**src/rtl/lfsr_stream.sv**
```systemverilog
// lfsr_stream: parametrised Fibonacci LFSR random-word generator.
// Each output word is built from OUT_WIDTH fresh shifts and is handed over
// on a valid/ready interface with back-pressure. The register can be
// reloaded at runtime (seed_load) or returned to SEED (clear).
// Optional feature macro: LFSR_LOCKUP_GUARD_EN. When it is defined, an
// all-zero register or a zero seed is replaced by SEED and lockup pulses
// for one cycle. When it is undefined, lockup is tied low.
module lfsr_stream #(
  parameter int               WIDTH     = 16,
  parameter logic [WIDTH-1:0] TAPS      = 16'hB400,
  parameter logic [WIDTH-1:0] SEED      = 16'hBEEF,
  parameter int               OUT_WIDTH = 4
) (
  input  logic                 clk,
  input  logic                 reset_n,
  input  logic                 clear,
  input  logic                 seed_load,
  input  logic [WIDTH-1:0]     seed_in,
  input  logic                 run,
  input  logic                 out_ready,
  output logic [OUT_WIDTH-1:0] out_data,
  output logic                 out_valid,
  output logic                 busy,
  output logic                 lockup
);

  localparam int            CW       = (OUT_WIDTH > 1) ? $clog2(OUT_WIDTH) : 1;
  localparam logic [CW-1:0] CNT_LAST = CW'(OUT_WIDTH - 1);
  localparam logic [CW-1:0] CNT_ZERO = {CW{1'b0}};

  logic [WIDTH-1:0]     r;
  logic [CW-1:0]        cnt;

  logic                 stall;
  logic                 shift_en;
  logic                 complete;
  logic                 accept;
  logic                 lock_shift;
  logic                 lock_load;
  logic [WIDTH-1:0]     r_shift;
  logic [WIDTH-1:0]     r_step;
  logic [WIDTH-1:0]     r_load;

  logic [WIDTH-1:0]     r_next;
  logic [CW-1:0]        cnt_next;
  logic                 valid_next;
  logic [OUT_WIDTH-1:0] data_next;
  logic                 lockup_next;

  // Shift enable, feedback and lock-up substitution for the current cycle.
  always_comb begin
    stall    = out_valid && !out_ready;
    shift_en = run && !stall && !clear && !seed_load;
    accept   = out_valid && out_ready;
    complete = shift_en && (cnt == CNT_LAST);
    r_shift  = {r[WIDTH-2:0], ^(r & TAPS)};
`ifdef LFSR_LOCKUP_GUARD_EN
    lock_shift = shift_en && (r == {WIDTH{1'b0}});
    lock_load  = seed_load && !clear && (seed_in == {WIDTH{1'b0}});
`else
    lock_shift = 1'b0;
    lock_load  = 1'b0;
`endif
    r_step = lock_shift ? SEED : r_shift;
    r_load = lock_load ? SEED : seed_in;
  end

  // Next-state selection: clear beats seed_load, seed_load beats shifting.
  always_comb begin
    r_next      = r;
    cnt_next    = cnt;
    valid_next  = out_valid;
    data_next   = out_data;
    lockup_next = 1'b0;
    if (clear) begin
      r_next     = SEED;
      cnt_next   = CNT_ZERO;
      valid_next = 1'b0;
    end else begin
      if (seed_load) begin
        r_next   = r_load;
        cnt_next = CNT_ZERO;
      end else if (shift_en) begin
        r_next   = r_step;
        cnt_next = complete ? CNT_ZERO : (cnt + CW'(1));
      end else begin
        r_next   = r;
        cnt_next = cnt;
      end
      // A completing word overwrites one being accepted in the same cycle.
      if (complete) begin
        valid_next = 1'b1;
        data_next  = r_step[OUT_WIDTH-1:0];
      end else if (accept) begin
        valid_next = 1'b0;
      end else begin
        valid_next = out_valid;
      end
      lockup_next = lock_shift || lock_load;
    end
  end

  // State and registered outputs, asynchronously reset.
  always_ff @(posedge clk or negedge reset_n) begin
    if (!reset_n) begin
      r         <= SEED;
      cnt       <= CNT_ZERO;
      busy      <= 1'b0;
      out_valid <= 1'b0;
      out_data  <= {OUT_WIDTH{1'b0}};
      lockup    <= 1'b0;
    end else begin
      r         <= r_next;
      cnt       <= cnt_next;
      busy      <= (cnt_next != CNT_ZERO);
      out_valid <= valid_next;
      out_data  <= data_next;
      lockup    <= lockup_next;
    end
  end

endmodule

```
**config.mk**
```make
export PLATFORM = sky130hd
export DESIGN_NAME = lfsr_stream
export DESIGN_NICKNAME = d
export VERILOG_FILES = /design/src/rtl/lfsr_stream.sv
export SDC_FILE = /design/constraint.sdc
export NUM_CORES = 1
export LEC_CHECK = 0
export ABC_AREA = 1
export CAP_MARGIN = 20
export CORE_ASPECT_RATIO = 1.5
export CORE_UTILIZATION = 47
export DETAILED_ROUTE_END_ITERATION = 10
export PLACE_DENSITY = 0.77
export SLEW_MARGIN = 40
export SYNTH_ARGS = -nofsm -noshare
export SYNTH_HDL_FRONTEND = slang
export SYNTH_SLANG_ARGS = --single-unit
```
**constraint.sdc**
```tcl
create_clock -name clk -period 1.29 [get_ports clk]
set_input_delay 0.3225 -clock clk [delete_from_list [all_inputs] [get_ports clk]]
set_output_delay 0.3225 -clock clk [all_outputs]
set_load 0.02 [all_outputs]
```
==> results.sh, run 1 <==
export IMPL_final_layout_size_suffix_gt1_share_pct=24.28
export IMPL_comb_power_share_pct=18.4
export IMPL_cts_tree="yes"
export IMPL_hold_path_class="in -> async"
export IMPL_clock_latency_ps=320
export IMPL_ir_drop_mv=0.6600
export IMPL_clockRootBuffer="clkbuf_4"
export IMPL_clock_sinks=24
export IMPL_die_h_um=62.61
export IMPL_grt_pass1_vias=1045
export IMPL_synth_area_per_cell_um2=8.464
export IMPL_clockPowerShare_pct=25.3
export IMPL_post_place_ws_ps=-302.0
export IMPL_gp_congestion=0.8070
export IMPL_routedWlPerCell_um=13.12
export IMPL_internal_power_mw=1.165
export IMPL_pwr_share_seq_pct=56.2
export IMPL_die_w_um=42.41
export IMPL_grt_total_usage_pct=21.43
export IMPL_clk_pin_slew_worst_paths_ps=130
export IMPL_drc_errors=0
export IMPL_fp_row_count=21
export IMPL_ys_types=21
export IMPL_fill_cells=204
export IMPL_p_sw_share_pct=25.95
export IMPL_p_leak_nw=0.7964
export IMPL_slew_viol_final=0
export IMPL_io_buffers=27
export IMPL_critPathArrivalTime_ps=1470
export IMPL_final_period_utilization_pct=93.93
export IMPL_dp_hpwl_um=1859
export IMPL_grt_max_degree=25
export IMPL_cts_path_max_buffers=2
export IMPL_syn_area_um2=1151
export IMPL_start_util_pct=50.36
export IMPL_setup_violations=0
export IMPL_p_sw_mw=0.4081
export IMPL_antenna_left=0
export IMPL_hold_viol=0
export IMPL_min_period_ps=1212
export IMPL_holdBufCountCts=0
export IMPL_required_ps=1550
export IMPL_ios=29
export IMPL_area_growth_pct=34.89
export IMPL_cts_buffers=3
export IMPL_drt_iter0_drc=25
export IMPL_power_density_nw_per_um2=1013
export IMPL_setup_slack_ps=78.29
export IMPL_status="complete, no violations"
export IMPL_antenna_cells=0
export IMPL_routed_via_density=5.327
export IMPL_ctsHtreeMaxLevel=1
export IMPL_crit_path_start_kind="flip-flop"
export IMPL_drv_cap=0
export IMPL_fmax_mhz=825.3
export IMPL_path_max_fanout=13
export IMPL_synth_nets=159
export IMPL_rsz0062_at_grt="no"
export IMPL_criticalPathCategory="reg -> reg"
export IMPL_yosys_warnings=0
export IMPL_die_area_um2=2655
export IMPL_fin_util_pct=67.93
export IMPL_layout_common_cells="nand2_1 (47), clkdlybuf4s50_1 (19), dfstp_2 (13)"
export IMPL_cp_end_kind="flip-flop"
export IMPL_final_common_cell="nand2_1"
export IMPL_overflow=0
export IMPL_core_um2=2286
export IMPL_grt_pass1_wl_um=4388
export IMPL_grt_antenna_before_repair=0
export IMPL_ys_ff_latch=24
export IMPL_drtPass1Iterations=4
export IMPL_finClkSkew_ps=7.248
export IMPL_fin_nets=197
export IMPL_drt_total_wl_um=2572
export IMPL_synth_seq_area_share_pct=53.59
export IMPL_synth_cells=136
export IMPL_vias=1044
registers in the layout (all words and copies together) (netlist names):
register / cells
out_valid: 1
busy: 1
cnt: 2
r: 16
out_data: 4
synthesized netlist by cell type:
cell type | n | area share [%]
buf_2 | 3 | 1.3
buf_6 | 2 | 2.0
o22ai_1 | 12 | 6.5
nand2_2 | 2 | 1.1
nand3_1 | 2 | 0.87
inv_2 | 1 | 0.33
o21ai_0 | 14 | 6.1
dfstp_2 | 13 | 30
conb_1 | 1 | 0.33
a31oi_1 | 1 | 0.54
inv_1 | 13 | 4.2
nand2_1 | 47 | 15
o21ai_1 | 3 | 1.3
buf_4 | 1 | 0.65
ha_1 | 1 | 1.1
nor2_4 | 1 | 0.98
dfrtp_1 | 11 | 24
nor2_1 | 4 | 1.3
xnor2_1 | 1 | 0.76
a21oi_1 | 1 | 0.43
a22oi_1 | 2 | 1.3
worst paths after layout:
path	startpoint	endpoint	slack (ps)	cells past startpoint
max in group asynchronous	reset_n	r[5]	740	2
hold reg to reg	r[9]	r[9]	480	2
min in group clk	clear	out_valid	330	2
setup / recovery	out_valid	r[15]	80	7
setup reg to reg	out_valid	r[15]	80	7
hold / removal	reset_n	cnt[0]	330	2
metrics by stage:
stage	instances	power, mW	instance area [um^2]	setup TNS, ps	hold WS [ps]
5_1_grt	196	1.644	1553	0	336.8
3_5_place_dp	190	1.183	1518	-5557	463.2
3_3_place_gp	190	1.166	1518	-5097	461.8
2_1_floorplan	136	1.024	1151	0	26.91
4_1_cts	195	1.576	1538	0	322.4
6_report	196	1.573	1553	0	326.3
layout make-up:
| class | instances | area (um^2) | area share (%) |
|---|---|---|---|
| inverters | 14 | 52.55 | 3.384 |
| clock buffers | 4 | 36.28 | 2.337 |
| repair buffers | 39 | 372.9 | 24.01 |
| well taps | 23 | 28.78 | 1.853 |
| flip-flops and latches | 24 | 616.8 | 39.73 |
| multi-input cells | 92 | 445.4 | 28.69 |
per-layer routing:
metal  vias to the layer above  GRT usage (%)  wire, um
met5                         -              0         0
met4                         0          9.375        54
met3                         6          2.023        89
met2                        25          37.88      1328
met1                       497          25.67      1100
li1                        516              -         -
power groups by stage:
stage	sequential [mW]	clock, mW	combinational (mW)
2_1_floorplan	0.892	0	0.132
3_3_place_gp	0.894	0	0.272
3_5_place_dp	0.898	0	0.285
4_1_cts	0.886	0.408	0.283
5_1_grt	0.892	0.429	0.324
6_report	0.885	0.398	0.290
worst max-delay path, cell delays in order (launching register included):
cell and delay (ps):
dfrtp_1 390, buf_4 130, nand2_1 100, nand2_1 80, nand2_2 80, inv_2 50, buf_4 170, o21ai_1 150
cells by family (layout without fill, tap and decap cells):
family / count (synthesis) / count (layout) / synth area share [%]
flip-flops: 24 / 24 / 53.59
AO/OA/AOI/OAI: 33 / 33 / 16.19
other: 1 / 1 / 0.3258
buffers and inverters: 20 / 57 / 8.478
XOR/XNOR: 1 / 1 / 0.7610
AND/OR/NAND/NOR: 56 / 56 / 19.56
adder cells (fa/ha/maj): 1 / 1 / 1.087
timing repair:
| action | in CTS | in global routing |
|---|---|---|
| pin swaps | 0 | 1 |
| buffers inserted | 1 | 1 |
| gates resized for setup | 23 | 14 |
| endpoints found under the setup margin | 6 | 14 |
| hold endpoints to repair | 0 | 0 |
Note: power is estimated with default switching activity, not from simulation.
==> inputs of run 2 (changes only) <==
--- a/config.mk
+++ b/config.mk
@@ -5,12 +5,11 @@
 export SDC_FILE = /design/constraint.sdc
 export NUM_CORES = 1
 export LEC_CHECK = 0
-export ABC_AREA = 1
 export CAP_MARGIN = 20
 export CORE_ASPECT_RATIO = 1.5
-export CORE_UTILIZATION = 47
+export CORE_UTILIZATION = 48
 export DETAILED_ROUTE_END_ITERATION = 10
-export PLACE_DENSITY = 0.77
+export PLACE_DENSITY = 0.78
 export SLEW_MARGIN = 40
 export SYNTH_ARGS = -nofsm -noshare
 export SYNTH_HDL_FRONTEND = slang
==> results.sh, run 2 <==
export IMPL_largest_register_ff_count=16
export IMPL_synthTopCellsByArea="dfstp_2 (28%), dfrtp_1 (23%), nand2_1 (8.8%)"
export IMPL_yosys_warnings=0
export IMPL_die_w_um=42.83
export IMPL_placed_area_um2=1563
export IMPL_fill_cells=175
export IMPL_drtPass1Iterations=4
export IMPL_io_buffers=27
export IMPL_synth_most_common_cell="nand2_1"
export IMPL_grt_pass1_vias=1024
export IMPL_reg_top3="r (16), out_data (4), cnt (2)"
export IMPL_routedWlPerCell_um=14.30
export IMPL_area_growth_pct=33.26
export IMPL_post_place_ws_ps=-351.5
export IMPL_fp_row_count=21
export IMPL_cp_end_kind="flip-flop"
export IMPL_grt_pass1_wl_um=4512
export IMPL_antenna_cells=0
export IMPL_path_max_fanout=5
export IMPL_drc_errors=0
export IMPL_drv_cap=0
export IMPL_die_h_um=63.24
export IMPL_stdcell_area_um2=1599
export IMPL_syn_area_um2=1200
export IMPL_final_layout_size_suffix_gt1_share_pct=29.81
export IMPL_grt_antenna_before_repair=0
export IMPL_final_period_utilization_pct=98.75
export IMPL_r2r_cells=4
export IMPL_synth_area_per_cell_um2=9.835
export IMPL_synth_ff_type="dfstp_2"
export IMPL_synthTopCellsByCount="nand2_1 (28), a31oi_1 (13), dfstp_2 (13)"
export IMPL_holdBufCountCts=0
export IMPL_synth_seq_area_share_pct=51.41
export IMPL_setup_violations=0
export IMPL_ios=29
export IMPL_fin_nets=185
export IMPL_ys_types=29
export IMPL_layout_common_cells="nand2_1 (28), clkdlybuf4s50_1 (20), buf_4 (15)"
export IMPL_synth_cells=122
export IMPL_routed_via_density=5.413
export IMPL_reg2reg_to="out_data[2]"
export IMPL_synth_nets=145
export IMPL_grt_max_degree=25
export IMPL_crit_path_start_kind="primary input"
export IMPL_worstReg2RegStart="out_valid"
export IMPL_async_flop_share_pct=100.0
export IMPL_dp_hpwl_um=1971
export IMPL_cts_path_max_buffers=2
export IMPL_regMostFlops="r"
export IMPL_vias=996
export IMPL_synth_top_area_cell="dfstp_2"
export IMPL_finClkSkew_ps=8.663
export IMPL_clk_pin_slew_worst_paths_ps=130
export IMPL_cts_buffers=3
export IMPL_antenna_left=0
export IMPL_synth_edff_count=0
export IMPL_clock_latency_ps=310
export IMPL_rsz0062_at_grt="no"
export IMPL_slew_viol_final=0
export IMPL_drt_iter0_drc=46
export IMPL_status="complete, no violations"
export IMPL_clockRootBuffer="clkbuf_4"
export IMPL_grt_total_usage_pct=21.60
export IMPL_ys_ff_latch=24
export IMPL_p_leak_nw=0.7447
export IMPL_fin_tns_setup_ps=0
export IMPL_critPathArrivalTime_ps=1490
export IMPL_core_um2=2286
export IMPL_gp_congestion=0.7277
export IMPL_ir_drop_mv=0.7111
export IMPL_overflow=0
export IMPL_min_period_ps=1274
export IMPL_power_density_nw_per_um2=1044
export IMPL_start_util_pct=52.49
export IMPL_hold_path_class="in -> async"
export IMPL_final_common_cell="nand2_1"
export IMPL_clock_sinks=24
export IMPL_power_mw=1.669
export IMPL_ctsHtreeMaxLevel=1
export IMPL_drt_total_wl_um=2631
export IMPL_hold_ws_ps=339.1
export IMPL_r2r_setup_slack_ps=70
export IMPL_required_ps=1500
export IMPL_setup_slack_ps=16.17
export IMPL_cts_tree="yes"
export IMPL_criticalPathCategory="in -> reg"
export IMPL_hold_viol=0
export IMPL_yosysTopAreaCellShare_pct=28.47
export IMPL_fmax_mhz=785.0
export IMPL_die_area_um2=2708
## run 2: changes by cell type in the layout (fill, tap and decap cells not counted), sizes merged, moves of 3 or more
cell,delta
nand2,-20
mux2,+3
o22ai,-12
nor2,+7
a211oi,+3
a31oi,+12
nor2b,+3
inv,-13
nor3,+6
buf,+4
and3,+3
o21ai,-16
## run 2: worst max path at each step
stage                       end  cells after the start      start  slack (ps)
global placement    out_data[1]                      5  out_ready        -330
global route        out_data[2]                      4        run           4
finish              out_data[2]                      4        run          20
floorplan           out_data[1]                      5  out_valid         -40
detailed placement  out_data[2]                      5  out_ready        -350
CTS                        busy                      1       busy           2
## run 2: where the power goes
part           internal, mW  switching (mW)  total (mW)
Combinational         0.151           0.132       0.282
Sequential            0.820          0.0302       0.850
Clock                 0.314           0.222       0.536
## run 2: final cells by class
| type | count | area, um^2 | area share [%] |
|---|---|---|---|
| well taps | 23 | 28.78 | 1.800 |
| repair buffers | 43 | 371.6 | 23.24 |
| clock buffers | 3 | 22.52 | 1.408 |
| clock inverters | 1 | 30.03 | 1.878 |
| flip-flops and latches | 24 | 618.1 | 38.65 |
| inverters | 1 | 3.754 | 0.2347 |
| multi-input cells | 89 | 524.3 | 32.79 |
## run 2: repair_timing
item,4_1_cts,5_1_grt
gates cloned,0,0
endpoints found under the setup margin,8,1
setup buffers,2,0
gates resized for setup,24,1
## run 2: logic make-up after synthesis
family                   Yosys count  share of synthesized area, %
AO/OA/AOI/OAI                     20                         10.64
XOR/XNOR                           3                         2.190
other                              1                        0.3125
adder cells (fa/ha/maj)            1                         1.043
flip-flops                        24                         51.41
AND/OR/NAND/NOR                   60                         24.92
buffers and inverters              9                         4.900
multiplexers                       4                         4.588
## run 2: stage by stage
stage | std cells | utilization [%]
global route | 184 | 69.95
finish | 184 | 69.95
detailed placement | 178 | 68.36
global placement | 178 | 68.36
floorplan | 122 | -
CTS | 184 | 70.22
## run 2: critical path: stages
cell	delay, ps
clkdlybuf4s50_1	550
and2_4	190
nand3_4	110
mux2_4	310
## run 2: layer usage
metal  share of wire [%]  vias up  global-route usage [%]
met5                   0        -                       0
met4                0.72        0                   7.031
met3                 3.0        2                   2.292
met2                  56       20                   38.64
met1                  41      483                   26.17
li1                    -      491                       -
